--- src/rtl/tmds_decoder_dvi.sv ---
// TMDS receive decoder for one DVI channel: symbol-boundary alignment by bitslip
// requests, followed by control-token / 8b pixel decode with a one-cycle registered latency.
module tmds_decoder_dvi #(
    parameter int unsigned CTRL_MIN   = 32,
    parameter int unsigned SEARCH_MAX = 4096,
    parameter int unsigned SLIP_WAIT  = 16
) (
    input  logic       i_clk,
    input  logic       i_rst_n,
    input  logic [9:0] i_tmds,
    output logic       o_bitslip,
    output logic       o_locked,
    output logic       o_de,
    output logic [7:0] o_data,
    output logic [1:0] o_ctrl
);

    localparam int unsigned RUN_W  = $clog2(CTRL_MIN + 1);
    localparam int unsigned TO_W   = $clog2(SEARCH_MAX + 1);
    // +2 keeps the width at least one bit even when SLIP_WAIT is 0
    localparam int unsigned SLIP_W = $clog2(SLIP_WAIT + 2);

    localparam logic [RUN_W-1:0]  RUN_MAX   = RUN_W'(CTRL_MIN);
    localparam logic [RUN_W-1:0]  RUN_LAST  = RUN_W'(CTRL_MIN - 1);
    localparam logic [TO_W-1:0]   TO_LAST   = TO_W'(SEARCH_MAX - 1);
    localparam logic [SLIP_W-1:0] SLIP_LAST = SLIP_W'(SLIP_WAIT);

    typedef enum logic [1:0] {
        StSearch,
        StSlip,
        StLocked
    } state_t;

    state_t            state;
    logic [RUN_W-1:0]  run;
    logic [TO_W-1:0]   timeout;
    logic [SLIP_W-1:0] slip_cnt;

    logic       is_ctrl;
    logic [1:0] ctrl_val;
    logic [7:0] t;
    logic [7:0] data_dec;
    logic       run_done;

    // Combinational symbol classification and data decode
    always_comb begin
        is_ctrl  = 1'b1;
        ctrl_val = 2'b00;
        case (i_tmds)
            10'b1101010100: ctrl_val = 2'b00;
            10'b0010101011: ctrl_val = 2'b01;
            10'b0101010100: ctrl_val = 2'b10;
            10'b1010101011: ctrl_val = 2'b11;
            default:        is_ctrl  = 1'b0;
        endcase

        t           = i_tmds[9] ? ~i_tmds[7:0] : i_tmds[7:0];
        data_dec    = 8'h00;
        data_dec[0] = t[0];
        for (int i = 1; i < 8; i++) begin
            data_dec[i] = i_tmds[8] ? (t[i] ^ t[i-1]) : ~(t[i] ^ t[i-1]);
        end

        // Edge on which the control-token run reaches CTRL_MIN
        run_done = is_ctrl && (run == RUN_LAST);
    end

    // Alignment FSM, counters and registered outputs
    always_ff @(posedge i_clk or negedge i_rst_n) begin
        if (!i_rst_n) begin
            state     <= StSearch;
            run       <= '0;
            timeout   <= '0;
            slip_cnt  <= '0;
            o_bitslip <= 1'b0;
            o_locked  <= 1'b0;
            o_de      <= 1'b0;
            o_data    <= 8'h00;
            o_ctrl    <= 2'b00;
        end else begin
            o_bitslip <= 1'b0;

            // Output decode follows the state held before this edge
            if (state == StLocked) begin
                if (is_ctrl) begin
                    o_de   <= 1'b0;
                    o_data <= 8'h00;
                    o_ctrl <= ctrl_val;
                end else begin
                    o_de   <= 1'b1;
                    o_data <= data_dec;
                end
            end else begin
                o_de   <= 1'b0;
                o_data <= 8'h00;
                o_ctrl <= 2'b00;
            end

            case (state)
                StSearch, StLocked: begin
                    if (!is_ctrl) begin
                        run <= '0;
                    end else if (run != RUN_MAX) begin
                        run <= run + 1'b1;
                    end

                    if (run_done) begin
                        // Lock wins over a simultaneous timeout in both states
                        timeout <= '0;
                        if (state == StSearch) begin
                            state    <= StLocked;
                            o_locked <= 1'b1;
                        end
                    end else if (timeout == TO_LAST) begin
                        timeout <= '0;
                        if (state == StSearch) begin
                            state     <= StSlip;
                            o_bitslip <= 1'b1;
                            run       <= '0;
                            slip_cnt  <= '0;
                        end else begin
                            // Lost lock: fall back to searching, no immediate slip
                            state    <= StSearch;
                            o_locked <= 1'b0;
                        end
                    end else begin
                        timeout <= timeout + 1'b1;
                    end
                end

                StSlip: begin
                    run     <= '0;
                    timeout <= '0;
                    if (slip_cnt == SLIP_LAST) begin
                        state <= StSearch;
                    end else begin
                        slip_cnt <= slip_cnt + 1'b1;
                    end
                end

                default: begin
                    state <= StSearch;
                end
            endcase
        end
    end

endmodule

--- config.mk ---
export PLATFORM = sky130hd
export DESIGN_NAME = tmds_decoder_dvi
export DESIGN_NICKNAME = d
export VERILOG_FILES = /design/src/rtl/tmds_decoder_dvi.sv
export SDC_FILE = /design/constraint.sdc
export NUM_CORES = 1
export LEC_CHECK = 0
export ABC_AREA = 1
export CORE_ASPECT_RATIO = 2
export CORE_UTILIZATION = 30
export CTS_CLUSTER_DIAMETER = 40
export DETAILED_ROUTE_END_ITERATION = 7
export PLACE_DENSITY_LB_ADDON = 0.15
export SLEW_MARGIN = 20
export SYNTH_ARGS = -nofsm -noshare
export SYNTH_HDL_FRONTEND = slang
export SYNTH_SLANG_ARGS = --single-unit
--- constraint.sdc ---
create_clock -name i_clk -period 2.44 [get_ports i_clk]
set_input_delay 0.244 -clock i_clk [delete_from_list [all_inputs] [get_ports i_clk]]
set_output_delay 0.244 -clock i_clk [all_outputs]
set_load 0.01 [all_outputs]
==> flow_metrics.env, run 1 <==
export IMPL_worstPathRequired_ps=2610
export IMPL_cts_inserted_buffers=5
export IMPL_netlist_area_leader_share_pct=41.8
export IMPL_finish_net_count=331
export IMPL_grt_met2_usage_pct=30.8
export IMPL_cts_repair_timing_setup_buffer_count=0
export IMPL_worst_slack_ps=819
export IMPL_worstPathArrival_ps=1790
export IMPL_distinct_cell_type_count_of_the_synthesized_netlist=32
export IMPL_dr_pass1_iters=4
export IMPL_layout_worst_path_cycle_share_pct=66.4
export IMPL_grt_met3_usage_pct=3.15
export IMPL_hold_buffers=0
export IMPL_clk_pin_slew_ps=60
export IMPL_cts_root_to_sink_buffers=2
export IMPL_route_vias_total=1811
export IMPL_powerDensity_nw_per_um2=485
export IMPL_via_to_cell_ratio=4.50
export IMPL_insertion_delay_ps=280
export IMPL_dieHeight_microns=127
export IMPL_post_route_minimum_period_ps=1620
export IMPL_finalSetupViolCount=0
export IMPL_r2r_worst_path_cells=8
export IMPL_status="finished, final reports clean"
export IMPL_synthesis_yosys_warnings=0
export IMPL_crit_path_start_kind="input port"
export IMPL_grt_busiest_layer="met2"
export IMPL_number_of_antenna_violations_at_the_first_check_in_global_routing=0
export IMPL_post_cts_resized_instances=0
export IMPL_globalRouteOverflowTotal=0
export IMPL_finalMaxSlewViolations=0
export IMPL_n_antenna_cell=0
export IMPL_syn_mean_instance_area_sq_um=8.37
export IMPL_io_pins=25
export IMPL_rr_startpoint="run[0]"
export IMPL_initial_cell_density_of_the_core_pct=30.9
export IMPL_critical_path_reg2reg_endpoint="slip_cnt[2]"
export IMPL_leading_cell_types_in_the_layout_fill_and_taps_excluded="nand2_1 (68), dfrtp_1 (39), inv_1 (31), clkdlybuf4s50_1 (23)"
export IMPL_max_slew_margin_rel_pct=39.6
export IMPL_antenna_violating_nets_post_route=0
export IMPL_gp_routability_congestion=0.736
export IMPL_maxCapViolCount=0
export IMPL_met1_usage_pct=13.3
export IMPL_end_kind="register"
export IMPL_synth_top_cell_by_area="dfrtp_1"
export IMPL_synth_cell_area_sq_um=2330
export IMPL_drive_gt1_share_pct=14.3
export IMPL_timing_setup_critical_path_class="input port to register"
export IMPL_max_slew_worst_pin_slew_ps=905
export IMPL_grt_first_pass_wirelength_mm=9.20
export IMPL_floorplan_rows=45
export IMPL_instances_no_fill=402
export IMPL_dp_hpwl_mm=4.19
export IMPL_total_leakage_power_nw=1.35
export IMPL_seq_area_frac_synth_pct=41.8
export IMPL_area_delta_synth_final_pct=20.6
export IMPL_timing_hold_worst_class="input port to async pin"
export IMPL_finalHoldViolations=0
export IMPL_max_clock_freq_mhz=617
export IMPL_floorplan_die_area_sq_um=8160
export IMPL_rsz0062_at_grt="false"
export IMPL_finClkSkew_ps=5.11
export IMPL_crit_fanout=9
export IMPL_pre_cts_ws_ps=531
export IMPL_global_router_s_overall_resource_usage_pct=15.2
export IMPL_via_count_of_the_first_global_routing_pass=1956
export IMPL_clockRootBuffer="clkbuf_16"
export IMPL_totalWireLength_mm=5.33
export IMPL_pin_count_of_the_biggest_net_entering_global_routing=40
export IMPL_yosys_top_cells_area="dfrtp_1 (42%), nand2_1 (11%), ha_1 (5.9%)"
export IMPL_wire_per_inst_microns=13.3
export IMPL_core_region_area_sq_um=7540
export IMPL_synth_ff_latch_count=39
export IMPL_finalPower_mw=1.37
export IMPL_die_w_microns=64.4
export IMPL_drt_iter0_markers=40
export IMPL_layout_cells_most_common="nand2_1"
export IMPL_syn_nets=302
export IMPL_clock_sink_count=39
export IMPL_numPortBuffers=24
export IMPL_synthCells=279
export IMPL_drc=0
export IMPL_setup_tns_final_ps=0
export IMPL_rrSetupSlack_ps=840
export IMPL_vdd_ir_drop_worst_v=0.000299
export IMPL_tritoncts="done"
export IMPL_deepest_level_of_the_cts_h_tree=2
export IMPL_place_detailed_instances=395
report_power, final:
part / switching [mW] / internal, mW / total [mW]
combinational: 0.0417 / 0.0315 / 0.0732
sequential: 0.0000923 / 0.647 / 0.647
clock: 0.248 / 0.399 / 0.646
routing by layer:
metal / up-vias / part of all wire, %
met5: - / 0
met4: 0 / 2.6
met3: 8 / 3.1
met2: 27 / 61
met1: 841 / 34
li1: 935 / -
worst max-delay path, stage by stage:
cell and delay, ps:
clkdlybuf4s50_1 540, ha_1 170, nand2_1 40, nand3b_2 250, nand2_4 140, nand2_8 90
nand2_4 130, nand2_4 70, nand2_1 60, nand2_1 50
synth_stat cells (all sizes together):
cell / instances
nor2: 32
o22ai: 5
o21ai: 8
nand3: 27
a21oi: 4
buf: 2
nor3: 4
ha: 11
or2: 3
o21bai: 1
nand2: 80
dfrtp: 39
xnor2: 6
nand4: 3
xor2: 14
a21boi: 1
nand3b: 2
inv: 37
registers in the layout (all words and copies together) (netlist names):
signal	flops
o_bitslip	1
o_ctrl	2
o_data	8
o_de	1
o_locked	1
run	6
slip_cnt	5
state	2
timeout	13
metrics by stage:
| step | instance area [sq um] | hold WS [ps] | utilization, % |
|---|---|---|---|
| 2_1_floorplan | 2330 | -51.6 | - |
| 3_3_place_gp | 2670 | 444 | 35.4 |
| 3_5_place_dp | 2670 | 442 | 35.4 |
| 4_1_cts | 2820 | 139 | 37.3 |
| 5_1_grt | 2820 | 185 | 37.3 |
| 6_report | 2820 | 88.3 | 37.3 |
layout make-up:
type                    count  area, sq um
fillers                   822         4730
repair buffers             24          235
well taps                  94          118
multi-input cells         201         1200
inverters                  37          139
clock buffers               6          139
flip-flops and latches     39          976
clock inverters             1         5.00
logic make-up (layout without fill, tap and decap cells):
| family | Yosys count | in the layout | share of synthesized area (%) |
|---|---|---|---|
| compound gates | 19 | 19 | 4.56 |
| fa+ha+maj | 11 | 11 | 5.89 |
| buf+inv | 39 | 68 | 6.64 |
| flops | 39 | 39 | 41.8 |
| simple gates | 151 | 151 | 33.6 |
| xor+xnor | 20 | 20 | 7.50 |
worst max path at each step:
stage | slack [ps] | start | to
after floorplan | 1060 | run[0] | slip_cnt[0]
after global placement | 530 | i_tmds[3] | slip_cnt[2]
after detailed placement | 530 | i_tmds[3] | run[5]
after CTS | 820 | i_tmds[3] | slip_cnt[2]
after global routing | 670 | i_tmds[2] | slip_cnt[0]
final | 820 | i_tmds[3] | slip_cnt[2]
Power figures use the tool's default switching activity.
==> inputs of run 2 (changes only) <==
==> constraint.sdc (replaced) <==
create_clock -name i_clk -period 1.5 [get_ports i_clk]
set_input_delay 0.15 -clock i_clk [delete_from_list [all_inputs] [get_ports i_clk]]
set_output_delay 0.15 -clock i_clk [all_outputs]
set_load 0.01 [all_outputs]
==> run 2 against run 1 <==
- utilization is 5.4 points higher
- largest power group unchanged
- sequential share of layout area is 4.3 points lower
- first-iteration DRC count is 40% higher
- setup slack worse by 740 ps
- global-route usage is 0.65 points higher
- sequential power is 62% higher
- via count is 12% higher
- highest routed layer unchanged
- flip-flop and latch count stayed put
- critical path type is now register to register
- largest cell class unchanged
- clock skew is 1.4 ps higher
- count of clock-buffer cells in the layout stayed put
- total power is 60% higher
- non-clock buffer count is 40 higher
==> flow_metrics.env, run 2 (same netlist as run 1, synthesis figures left out) <==
export IMPL_r2r_worst_path_cells=8
export IMPL_rsz0062_at_grt="false"
export IMPL_finish_net_count=371
export IMPL_die_w_microns=64.4
export IMPL_largest_reg_flops=13
export IMPL_ff_latch_area_sq_um=977
export IMPL_pre_cts_ws_ps=-291
export IMPL_dp_hpwl_mm=4.59
export IMPL_max_slew_worst_pin_slew_ps=373
export IMPL_gp_routability_congestion=0.760
export IMPL_worstPathArrival_ps=1590
export IMPL_crit_path_start="timeout[0]"
export IMPL_dpl_cell_area_sq_um=2950
export IMPL_wire_per_inst_microns=13.4
export IMPL_timing_setup_critical_path_class="register to register"
export IMPL_rr_startpoint="timeout[0]"
export IMPL_grt_first_pass_wirelength_mm=9.60
export IMPL_crit_fanout=4
export IMPL_drt_iter0_markers=56
export IMPL_setup_tns_final_ps=0
export IMPL_end_kind="register"
export IMPL_final_util_pct=42.7
export IMPL_dieHeight_microns=127
export IMPL_totalWireLength_mm=5.90
export IMPL_number_of_antenna_violations_at_the_first_check_in_global_routing=0
export IMPL_floorplan_rows=45
export IMPL_tritoncts="done"
export IMPL_fill_cell_total_of_the_finished_layout=788
export IMPL_via_count_of_the_first_global_routing_pass=2088
export IMPL_maxCapViolCount=0
export IMPL_drive_gt1_share_pct=26.8
export IMPL_clockRootBuffer="clkbuf_16"
export IMPL_floorplan_die_area_sq_um=8160
export IMPL_layout_worst_path_cycle_share_pct=94.8
export IMPL_worstPathRequired_ps=1670
export IMPL_numPortBuffers=24
export IMPL_max_slew_margin_rel_pct=75.2
export IMPL_setup_worst_path_end="timeout[9]"
export IMPL_largest_register="timeout"
export IMPL_vdd_ir_drop_worst_v=0.000679
export IMPL_critical_path_reg2reg_endpoint="timeout[9]"
export IMPL_leading_cell_types_in_the_layout_fill_and_taps_excluded="nand2_1 (66), dfrtp_1 (38), buf_4 (38), inv_1 (30)"
export IMPL_clock_sink_count=39
export IMPL_reg_largest_list="timeout (13), o_data (8), run (6)"
export IMPL_deepest_level_of_the_cts_h_tree=2
export IMPL_initial_cell_density_of_the_core_pct=30.9
export IMPL_rrSetupSlack_ps=80
export IMPL_io_pins=25
export IMPL_pin_count_of_the_biggest_net_entering_global_routing=26
export IMPL_finClkSkew_ps=6.52
export IMPL_antenna_violating_nets_post_route=0
export IMPL_n_antenna_cell=0
export IMPL_cts_root_to_sink_buffers=2
export IMPL_post_route_minimum_period_ps=1420
export IMPL_route_vias_total=2022
export IMPL_worst_slack_ps=77.7
export IMPL_global_router_s_overall_resource_usage_pct=15.9
export IMPL_max_clock_freq_mhz=703
export IMPL_powerDensity_nw_per_um2=677
export IMPL_finalHoldViolations=0
export IMPL_timing_hold_worst_class="input port to register"
export IMPL_multi_input_area_sq_um=1290
export IMPL_dr_pass1_iters=5
export IMPL_globalRouteOverflowTotal=0
export IMPL_core_region_area_sq_um=7540
export IMPL_status="finished, final reports clean"
export IMPL_via_to_cell_ratio=4.59
export IMPL_crit_path_start_kind="register"
export IMPL_cts_inserted_buffers=5
export IMPL_finalMaxSlewViolations=0
export IMPL_total_leakage_power_nw=1.61
export IMPL_design_area_sq_um=3220
export IMPL_drc=0
export IMPL_finalSetupViolCount=0
export IMPL_clk_pin_slew_ps=60
export IMPL_insertion_delay_ps=280
export IMPL_area_delta_synth_final_pct=37.9
export IMPL_layout_cells_most_common="nand2_1"
## run 2: changes by cell type in the layout (fill, tap and decap cells not counted), moves of 2 or more
cell / previous run / this run
clkdlybuf4s50_1: 23 / 18
ha_4: 0 / 2
o22ai_1: 5 / 3
nand2_1: 68 / 66
buf_4: 0 / 38
nand2_2: 6 / 8
dlymetal6s2s_1: 0 / 5
o22ai_2: 0 / 2
ha_1: 11 / 9
## run 2: worst min path at each step
stage	start	end	slack [ps]	cells past startpoint
after global routing	i_tmds[0]	o_data[0]	230	3
after CTS	i_rst_n	run[3]	340	2
after detailed placement	i_rst_n	timeout[2]	90	1
after floorplan	i_rst_n	o_bitslip	-150	0
after global placement	i_rst_n	timeout[4]	90	1
final	i_tmds[0]	o_data[0]	210	3
## run 2: timing repair
item | 4_1_cts | 5_1_grt
buffers inserted | 0 | 4
resized for setup | 3 | 21
hold endpoints to repair | 14 | 0
setup endpoints to repair | 2 | 26
hold buffers | 1 | 0
pin swaps | 0 | 6
## run 2: cell type report
cell class | instances | area share, %
timing repair buffer | 64 | 17.5
multi-input combinational | 201 | 40.1
clock buffer | 6 | 4.00
sequential | 39 | 30.3
tap | 94 | 3.65
inverter | 37 | 4.39
## run 2: metal layers
layer / up-vias / GRT usage [%] / wire, microns
li1: 1010 / - / -
met1: 961 / 13.4 / 1950
met2: 38 / 32.6 / 3620
met3: 13 / 2.70 / 148
met4: 0 / 8.50 / 178
met5: - / 0 / 0
## run 2: worst max-delay path: stages (launching register included)
cell	delay [ps]
dfrtp_1	390
buf_4	140
nand3_1	150
nor3_1	290
nand2_1	80
nand2_1	70
nand2_1	50
nand3_1	90
nand2_1	60
## run 2: power by group
group	switching, mW	total [mW]	internal (mW)
combinational	0.0710	0.140	0.0687
clock	0.390	0.987	0.598
sequential	0.000109	1.05	1.05
total	0.461	2.18	1.72
## run 2: metrics by stage
stage | hold slack [ps] | instances | total power, mW
6_report | 207 | 441 | 2.18
3_3_place_gp | 85.7 | 430 | 1.21
2_1_floorplan | -146 | 279 | 1.13
5_1_grt | 235 | 441 | 2.26
3_5_place_dp | 90.1 | 430 | 1.21
4_1_cts | 343 | 437 | 2.21
==> inputs of run 3 (changes only) <==
--- a/config.mk
+++ b/config.mk
@@ -11,6 +11,7 @@
 export CTS_CLUSTER_DIAMETER = 40
 export DETAILED_ROUTE_END_ITERATION = 7
 export PLACE_DENSITY_LB_ADDON = 0.15
+export SKIP_CTS_REPAIR_TIMING = 1
 export SLEW_MARGIN = 20
 export SYNTH_ARGS = -nofsm -noshare
 export SYNTH_HDL_FRONTEND = slang
==> run 3 against run 2 <==
- cell count fell by 0.23%
- combinational power hardly changed
- clock power about the same
- sequential share of layout area up 0.14 points
- non-clock buffer count decreased by 1
- critical path depth did not move
- flip-flop and latch count stayed put
- critical path type unchanged
- critical endpoint is now timeout[11]
- largest cell class unchanged
==> flow_metrics.env, run 3 (same netlist as run 1, synthesis figures left out) <==
export IMPL_cts_inserted_buffers=5
export IMPL_finish_net_count=370
export IMPL_end_kind="register"
export IMPL_dr_pass1_iters=4
export IMPL_route_vias_total=2011
export IMPL_finalMaxSlewViolations=0
export IMPL_reg_largest_list="timeout (13), o_data (8), run (6)"
export IMPL_maxCapViolCount=0
export IMPL_path_cells="ha_4 -> nand3_4 -> inv_4 -> nand2_1 -> nor2_2 -> nor2_2 -> nand2_4 -> o21ai_1"
export IMPL_hold_path_end="o_data[0]"
export IMPL_die_w_microns=64.4
export IMPL_dp_hpwl_mm=4.59
export IMPL_numPortBuffers=24
export IMPL_power_report_internal_total_mw=1.72
export IMPL_floorplan_rows=45
export IMPL_grt_first_pass_wirelength_mm=9.54
export IMPL_worst_path_buf_inv=1
export IMPL_worstPathRequired_ps=1710
export IMPL_rr_startpoint="timeout[1]"
export IMPL_via_to_cell_ratio=4.57
export IMPL_critical_path_reg2reg_endpoint="timeout[11]"
export IMPL_finalPower_mw=2.18
export IMPL_wire_per_inst_microns=13.4
export IMPL_holdCritStartpoint="i_tmds[0]"
export IMPL_power_share_combinational_pct=6.4
export IMPL_tritoncts="done"
export IMPL_design_area_sq_um=3210
export IMPL_max_slew_margin_rel_pct=75.2
export IMPL_setup_tns_final_ps=0
export IMPL_leading_cell_types_in_the_layout_fill_and_taps_excluded="nand2_1 (67), dfrtp_1 (38), buf_4 (37), inv_1 (30)"
export IMPL_clock_power_share_pct=45.3
export IMPL_finalHoldViolations=0
export IMPL_fill_cell_total_of_the_finished_layout=789
export IMPL_drc=0
export IMPL_global_router_s_overall_resource_usage_pct=15.8
export IMPL_cts_root_to_sink_buffers=2
export IMPL_globalRouteOverflowTotal=0
export IMPL_number_of_antenna_violations_at_the_first_check_in_global_routing=0
export IMPL_clk_pin_slew_ps=60
export IMPL_rrSetupSlack_ps=60
export IMPL_deepest_level_of_the_cts_h_tree=2
export IMPL_io_pins=25
export IMPL_worstPathArrival_ps=1650
export IMPL_power_share_switching_pct=21.1
export IMPL_timing_setup_critical_path_class="register to register"
export IMPL_post_route_minimum_period_ps=1440
export IMPL_dieHeight_microns=127
export IMPL_multi_input_area_sq_um=1280
export IMPL_dpl_cell_area_sq_um=2950
export IMPL_pin_count_of_the_biggest_net_entering_global_routing=26
export IMPL_largest_reg_flops=13
export IMPL_ff_latch_area_sq_um=977
export IMPL_max_clock_freq_mhz=694
export IMPL_floorplan_die_area_sq_um=8160
export IMPL_n_antenna_cell=0
export IMPL_via_count_of_the_first_global_routing_pass=2069
export IMPL_instances_no_fill=440
export IMPL_clockRootBuffer="clkbuf_16"
export IMPL_totalWireLength_mm=5.91
export IMPL_finalSetupViolCount=0
export IMPL_max_slew_worst_pin_slew_ps=373
export IMPL_status="finished, final reports clean"
export IMPL_clock_sink_count=39
export IMPL_timing_critical_path_mode_cell="nor2_2"
export IMPL_insertion_delay_ps=280
export IMPL_switching_power_mw=0.460
export IMPL_largest_stage_delay_worst_path_ps=410
export IMPL_hold_path_cell_count=3
export IMPL_largest_register="timeout"
export IMPL_area_delta_synth_final_pct=37.3
export IMPL_layout_cells_most_common="nand2_1"
export IMPL_total_leakage_power_nw=1.60
export IMPL_timing_hold_worst_class="input port to register"
export IMPL_crit_fanout=7
export IMPL_place_detailed_instances=430
export IMPL_drt_iter0_markers=47
export IMPL_drive_gt1_share_pct=26.3
export IMPL_crit_path_start_kind="register"
export IMPL_cp_slowest_cell="dfrtp_1"
export IMPL_p_seq_share_pct=48.3
export IMPL_powerDensity_nw_per_um2=680
export IMPL_vdd_ir_drop_worst_v=0.000677
export IMPL_finClkSkew_ps=5.68
export IMPL_core_region_area_sq_um=7540
export IMPL_r2r_worst_path_cells=8
export IMPL_gp_routability_congestion=0.760
export IMPL_antenna_violating_nets_post_route=0
export IMPL_timing_critical_path_max_delay_family="simple AND/OR/NAND/NOR gates"
export IMPL_initial_cell_density_of_the_core_pct=30.9
export IMPL_fin_worst_hold_slack_ps=207
export IMPL_layout_worst_path_cycle_share_pct=96.1
## run 3: changes by cell type in the layout (fill, tap and decap cells not counted), sizes merged
cell	before	now
buf	40	39
## run 3: stage by stage
stage,utilization (%),setup slack [ps]
after floorplan,-,116
after global placement,39.1,-266
after detailed placement,39.1,-291
after CTS,40.8,-27.5
after global routing,42.5,-11.4
final,42.5,59.2
## run 3: tightest hold or removal path, cell delays in order
cell and delay [ps]:
dlymetal6s2s_1 140, nand2_1 80, a21oi_1 60
## run 3: worst max path at each step
stage | startpoint | endpoint | slack [ps] | cells past startpoint
global route | timeout[0] | timeout[11] | -10 | 8
floorplan | run[0] | slip_cnt[0] | 120 | 8
global placement | i_tmds[6] | o_locked | -270 | 10
finish | timeout[1] | timeout[11] | 60 | 8
CTS | run[0] | timeout[10] | -30 | 7
detailed placement | i_tmds[6] | timeout[10] | -290 | 9
## run 3: layout make-up
type | instances | share of cell area (%)
timing repair buffer | 63 | 17.3
sequential | 39 | 30.5
multi-input combinational | 201 | 40.1
tap | 94 | 3.67
clock buffer | 6 | 4.02
inverter | 37 | 4.41
## run 3: per-layer routing
layer  global-route usage [%]  up-vias  routed length [microns]
li1                         -     1008                        -
met1                     13.3      952                     1960
met2                     32.4       36                     3600
met3                     2.70       15                      136
met4                     8.50        0                      208
met5                        0        -                        0
## run 3: power groups by stage
stage	Combinational [mW]	Clock, mW	Sequential [mW]
5_1_grt	0.157	1.05	1.05
3_5_place_dp	0.142	0	1.07
6_report	0.139	0.986	1.05
4_1_cts	0.143	1.02	1.05
2_1_floorplan	0.0549	0	1.07
3_3_place_gp	0.143	0	1.07
